==> config.mk <==
export PLATFORM = sky130hd
export DESIGN_NAME = dot_matrix_scanner
export DESIGN_NICKNAME = d
export VERILOG_FILES = /design/src/rtl/dot_matrix_scanner.sv
export SDC_FILE = /design/constraint.sdc
export NUM_CORES = 1
export LEC_CHECK = 0
export ABC_AREA = 1
export BUFFER_PORTS_ARGS = -buffer_cell sky130_fd_sc_hd__buf_2
export CAP_MARGIN = 25
export CORE_MARGIN = 3
export CORE_UTILIZATION = 55
export CTS_BUF_LIST = sky130_fd_sc_hd__clkbuf_4
export DETAILED_ROUTE_END_ITERATION = 7
export PLACE_DENSITY = 0.73
export SLEW_MARGIN = 10
export SYNTH_ARGS = -nofsm -noshare
export SYNTH_HDL_FRONTEND = slang
export SYNTH_SLANG_ARGS = --single-unit
==> constraint.sdc <==
create_clock -name clk -period 2.8 [get_ports clk]
set_input_delay 0.42 -clock clk [delete_from_list [all_inputs] [get_ports clk]]
set_output_delay 0.42 -clock clk [all_outputs]
set_load 0.02 [all_outputs]
==> src/rtl/dot_matrix_scanner.sv <==
// dot_matrix_scanner
//   Row-scan controller for an LED dot-matrix display with a double-buffered
//   frame store. The host writes row patterns into the back bank; a swap
//   request exchanges front/back only when the scan wraps to row 0, so a
//   frame is never shown torn. One active-low row is driven at a time,
//   together with that row's column pattern, and each row is held for
//   SCAN_DIV clock cycles.
//
//   Optional build macro DOT_BLANK_EN: when defined, the first BLANK_CYC
//   cycles of every row dwell are blanked (all rows off, columns zero).
//
// Ports
//   clk         system clock
//   reset       synchronous, active-high reset
//   wr_en       write wr_data into back bank at wr_row this cycle
//   wr_row      target row for the write (values >= ROWS are ignored)
//   wr_data     column pattern, bit c = column c lit
//   swap_req    level request to exchange banks at the next frame boundary
//   swap_ack    one-cycle pulse in the cycle the banks exchange
//   frame_start one-cycle pulse when the scan wraps to row 0
//   dot_row     row select, active-low, at most one bit low
//   dot_column  column data for the selected row, active-high
module dot_matrix_scanner #(
  parameter int ROWS      = 8,
  parameter int COLS      = 8,
  parameter int SCAN_DIV  = 2500,
  parameter int BLANK_CYC = 16,
  localparam int RW       = $clog2(ROWS)
) (
  input  logic            clk,
  input  logic            reset,
  input  logic            wr_en,
  input  logic [RW-1:0]   wr_row,
  input  logic [COLS-1:0] wr_data,
  input  logic            swap_req,
  output logic            swap_ack,
  output logic            frame_start,
  output logic [ROWS-1:0] dot_row,
  output logic [COLS-1:0] dot_column
);

  localparam int PW = (SCAN_DIV > 1) ? $clog2(SCAN_DIV) : 1;

`ifdef DOT_BLANK_EN
  localparam bit BLANK_ON = 1'b1;
`else
  localparam bit BLANK_ON = 1'b0;
`endif

  logic [PW-1:0]   prescaler;
  logic [PW-1:0]   prescaler_nxt;
  logic [RW-1:0]   row_idx;
  logic [RW-1:0]   row_nxt;
  logic            front_sel;
  logic [COLS-1:0] bank [2][ROWS];

  logic            row_tick;
  logic            frame_wrap;
  logic            do_swap;
  logic            wr_ok;
  logic            blank;
  logic [ROWS-1:0] row_sel;
  logic [COLS-1:0] front_data;

  always_comb begin
    row_tick      = 1'b0;
    frame_wrap    = 1'b0;
    do_swap       = 1'b0;
    wr_ok         = 1'b0;
    blank         = 1'b0;
    prescaler_nxt = prescaler;
    row_nxt       = row_idx;
    row_sel       = '1;
    front_data    = '0;

    row_tick   = (prescaler == PW'(SCAN_DIV - 1));
    frame_wrap = row_tick && (row_idx == RW'(ROWS - 1));
    do_swap    = frame_wrap && swap_req;
    wr_ok      = wr_en && (int'(wr_row) < ROWS);

    prescaler_nxt = row_tick ? '0 : prescaler + 1'b1;
    if (row_tick) begin
      row_nxt = frame_wrap ? '0 : row_idx + 1'b1;
    end

    // Blanking keys off the prescaler value of the cycle being registered,
    // so the blank window lines up with the 1-cycle output latency.
    blank = BLANK_ON && (int'(prescaler) < BLANK_CYC);

    row_sel    = ~(ROWS'(1) << row_idx);
    front_data = bank[front_sel][row_idx];
  end

  always_ff @(posedge clk) begin
    if (reset) begin
      prescaler   <= '0;
      row_idx     <= '0;
      front_sel   <= 1'b0;
      swap_ack    <= 1'b0;
      frame_start <= 1'b0;
      dot_row     <= '1;
      dot_column  <= '0;
    end else begin
      prescaler   <= prescaler_nxt;
      row_idx     <= row_nxt;
      swap_ack    <= do_swap;
      frame_start <= frame_wrap;
      if (do_swap) begin
        front_sel <= ~front_sel;
      end
      if (blank) begin
        dot_row    <= '1;
        dot_column <= '0;
      end else begin
        dot_row    <= row_sel;
        dot_column <= front_data;
      end
    end
  end

  // The back bank is selected with the pre-swap front_sel, so a write on the
  // swap edge lands in the bank that becomes front on that same edge.
  always_ff @(posedge clk) begin
    if (reset) begin
      for (int unsigned b = 0; b < 2; b++) begin
        for (int unsigned r = 0; r < ROWS; r++) begin
          bank[b][r] <= '0;
        end
      end
    end else if (wr_ok) begin
      bank[~front_sel][wr_row] <= wr_data;
    end
  end

endmodule

==> impl_metrics.csv <==
group,metric,value,unit
critical_path,timing.critical_path.from_type,"flip-flop",
power,sw_frac_of_total,0.2217,
power,maximum_resistive_drop_on_vdd,371.6,uV
power,power.share.clock,0.329,
critical_path,timing.critical_path.fanout_max,40,
clocking,postCtsHoldBufs,0,
critical_path,critical_path_class,"flip-flop to flip-flop",
detailed_routing,dr.first_iter.drc_count,637,
clocking,latest_clock_arrival_within_the_worst_skew_pair,0.58,ns
critical_path,timing.critical_path.to_type,"flip-flop",
floorplanning,die_h,119.6,um
synth,synthesis.nets,763,
clocking,cts.root.buffer_cell,"clkbuf_4",
clocking,post_cts_resized,0,
global_route,number_of_global_route_vias_before_repair,5005,
clocking,clk_path_buf_depth,2,
timing,rsz0062_at_grt,"false",
min_path,timing.hold.worst.class,"primary input to flip-flop",
clocking,cts_num_sinks,163,
placed_design,finalWeightedCongestion,0.8979,
timing,final_period_minus_worst_setup_slack,1.859,ns
detailed_routing,detail_route.wirelength,17370,um
synth,netlist_area,7094,sq um
synth,postSynthRegisterBits,163,
detailed_routing,detailroute.wirelength.met2,8050,um
clocking,clk_pin_slew,0.12,ns
floorplanning,floorplan.initialDensity,0.5762,
global_route,grt_use_total,0.2503,
timing,worst_hold_slack,0.1143,ns
clocking,clock_tree_from_tritoncts,"done",
global_route,grt_antenna_before_repair,0,
placed_design,detailed_place_hpwl,12070,um
flow_run,cap_violations,0,
detailed_routing,wire_length_on_met3,1862,um
timing,timing.slew.headroom,0.4982,
detailed_routing,route.layer.met1.wl,6958,um
detailed_routing,drt_pre_antenna_iters,5,
timing,setup_total_negative_slack,0,ns
detailed_routing,drt_drc_violations_left,0,
detailed_routing,route.top_layer_used,"met4",
floorplanning,fp.dieArea,14300,sq um
power,combinational_power_share,0.048,
detailed_routing,vias,5297,
power,leakage,3.137,nW
floorplanning,std_cell_rows,40,
detailed_routing,drt.antenna.violating_nets,0,
timing,setup_violators_final,0,
layout,share_of_final_layout_standard_cells_stronger_than_drive_strength_1,0.1115,
global_route,grt_first_pass_wirelength,26710,um
synth,syn_inst,741,
critical_path,crit_required,3.28,ns
synth,synth.yosys.seq_area_share,0.6406,
clocking,cts_max_level,4,
timing,final_min_period_over_clock_period,0.6639,
detailed_routing,routed_wire_length_per_instance,18.15,um
power,cell_internal_pwr,0.003413,W
placed_design,io_buffer_count,32,
synth,synth.lib_cells_used.distinct,28,
power,net_switching_power,0.0009724,W
layout,area_growth_syn_to_layout,8.660,%
timing,timing.fmax,537.9,MHz
power,power_frac_seq,0.623,
outcome,run_status,"completed",
timing,report.final.hold_viol_count,0,
detailed_routing,routed_via_density,5.535,
timing,clock-skew-final,0.01879,ns
floorplanning,number_of_top_level_pins,33,
synth,syn_area_per_cell,9.574,sq um
global_route,pin_count_of_the_biggest_net_entering_global_routing,65,
floorplanning,placeableCoreArea,12310,sq um
clocking,numCtsBuffers,17,
global_route,globalRouteOverflowTotal,0,
floorplanning,dieWidth,119.6,um
power,cellPowerDensity,568.9,nW/um^2
synth,ys_warns,0,
clocking,cts_setup_buffers,0,
layout,fin_nets,798,
critical_path,critPathArrivalTime,2.34,ns
timing,worst-slew-pin-transition,0.7499,ns
layout,insertedDiodeCount,0,
timing,maxSlewViolCount,0,
[worst paths after layout]
path                                           endpoint  slack [ns]  cells past startpoint                     from
worst max-delay path             front_sel$_SDFFE_PP0P_        0.94                      8  row_idx[0]$_SDFFE_PP0P_
worst min-delay path                swap_ack$_SDFF_PP0_        0.11                      2                 swap_req
worst max register to register   front_sel$_SDFFE_PP0P_        0.94                      8  row_idx[0]$_SDFFE_PP0P_
worst min register to register  prescaler[0]$_SDFF_PP0_        0.46                      1  prescaler[0]$_SDFF_PP0_
[flip-flops by register name (all words and copies together), names as in the netlist, named ones only]
signal,flops
prescaler,12
front_sel,1
dot_column,8
bank,128
frame_start,1
swap_ack,1
dot_row,8
row_idx,3
[worst max-delay path, stage by stage (launching register included)]
cell and delay [ns]:
dfxtp_1 0.35, buf_4 0.39, ha_1 0.27, ha_1 0.19, nand2_1 0.06, inv_1 0.05
nand4_1 0.18, nor2_1 0.19, nor2_1 0.06
[placed cells by master, fill, tap and decap left out, drive strengths merged]
master	n
nor3b	2
clkinv	5
nor2	153
o21ai	25
dfxtp	35
nand3	62
nor3	7
bufinv	3
ha	7
o211ai	12
or2	1
a21oi	13
xor2	4
clkinvlp	4
edfxtp	128
nand3b	1
inv	70
nand2	185
nand4	5
clkbuf	22
buf	45
[metrics by stage]
step	util	power [W]	instances	setup slack [ns]	instance area [sq um]
after floorplan	-	0.002898	741	1.083	7094
after global placement	0.6018	0.002981	925	0.5641	7410
after detailed placement	0.6018	0.002992	925	0.4980	7410
after CTS	0.6261	0.004385	957	0.9505	7709
after global routing	0.6261	0.004508	957	0.7704	7709
final	0.6261	0.004386	957	0.9410	7709
[metal layers]
metal | track usage | up-vias
met2 | 0.3898 | 294
met5 | 0 | -
li1 | - | 2496
met4 | 0.09234 | 0
met3 | 0.05891 | 45
met1 | 0.3460 | 2462
[power by group through the flow]
stage	logic [W]	registers [W]	clock network, W
3_3_place_gp	0.000198	0.00278	0
4_1_cts	0.000206	0.00273	0.00145
5_1_grt	0.000227	0.00274	0.00154
2_1_floorplan	0.000115	0.00278	0
3_5_place_dp	0.000205	0.00279	0
6_report	0.000210	0.00273	0.00144
[cells in the mapped netlist]
| master | count | area share |
|---|---|---|
| nand2_1 | 182 | 0.096 |
| nor2_1 | 151 | 0.080 |
| edfxtp_1 | 128 | 0.54 |
| inv_1 | 68 | 0.036 |
| nand3_1 | 62 | 0.044 |
| dfxtp_1 | 35 | 0.099 |
| o21ai_0 | 25 | 0.018 |
| buf_2 | 18 | 0.013 |
| a21oi_1 | 13 | 0.0092 |
| o211ai_1 | 12 | 0.013 |
| ha_1 | 7 | 0.012 |
| clkbuf_1 | 5 | 0.0026 |
| nand4_1 | 5 | 0.0044 |
| buf_4 | 4 | 0.0042 |
| nor3_1 | 4 | 0.0028 |
| xor2_1 | 4 | 0.0049 |
| nand2_2 | 3 | 0.0026 |
| nor3_2 | 3 | 0.0042 |
| clkinv_1 | 2 | 0.0011 |
| nor3b_1 | 2 | 0.0021 |
| buf_1 | 1 | 0.00053 |
| buf_6 | 1 | 0.0016 |
| inv_2 | 1 | 0.00053 |
| inv_4 | 1 | 0.00088 |
| nand3b_1 | 1 | 0.0011 |
| nor2_4 | 1 | 0.0016 |
| nor2_8 | 1 | 0.0028 |
| or2_2 | 1 | 0.00088 |
[logic make-up after synthesis]
kind of cell | share of synthesized area
XOR/XNOR | 0.004938
flip-flops | 0.6406
adder cells (fa/ha/maj) | 0.01235
buffers and inverters | 0.06014
AND/OR/NAND/NOR | 0.2425
AO/OA/AOI/OAI | 0.03951
[area by class of cell]
class	count	area (sq um)
clock buffers	22	165.2
clock inverters	10	133.9
fillers	1068	4603
inverters	72	272.8
multi-input cells	477	2123
flip-flops and latches	163	4546
well taps	168	210.2
repair buffers	45	257.7
No activity file was read; power rests on OpenSTA's default activity.
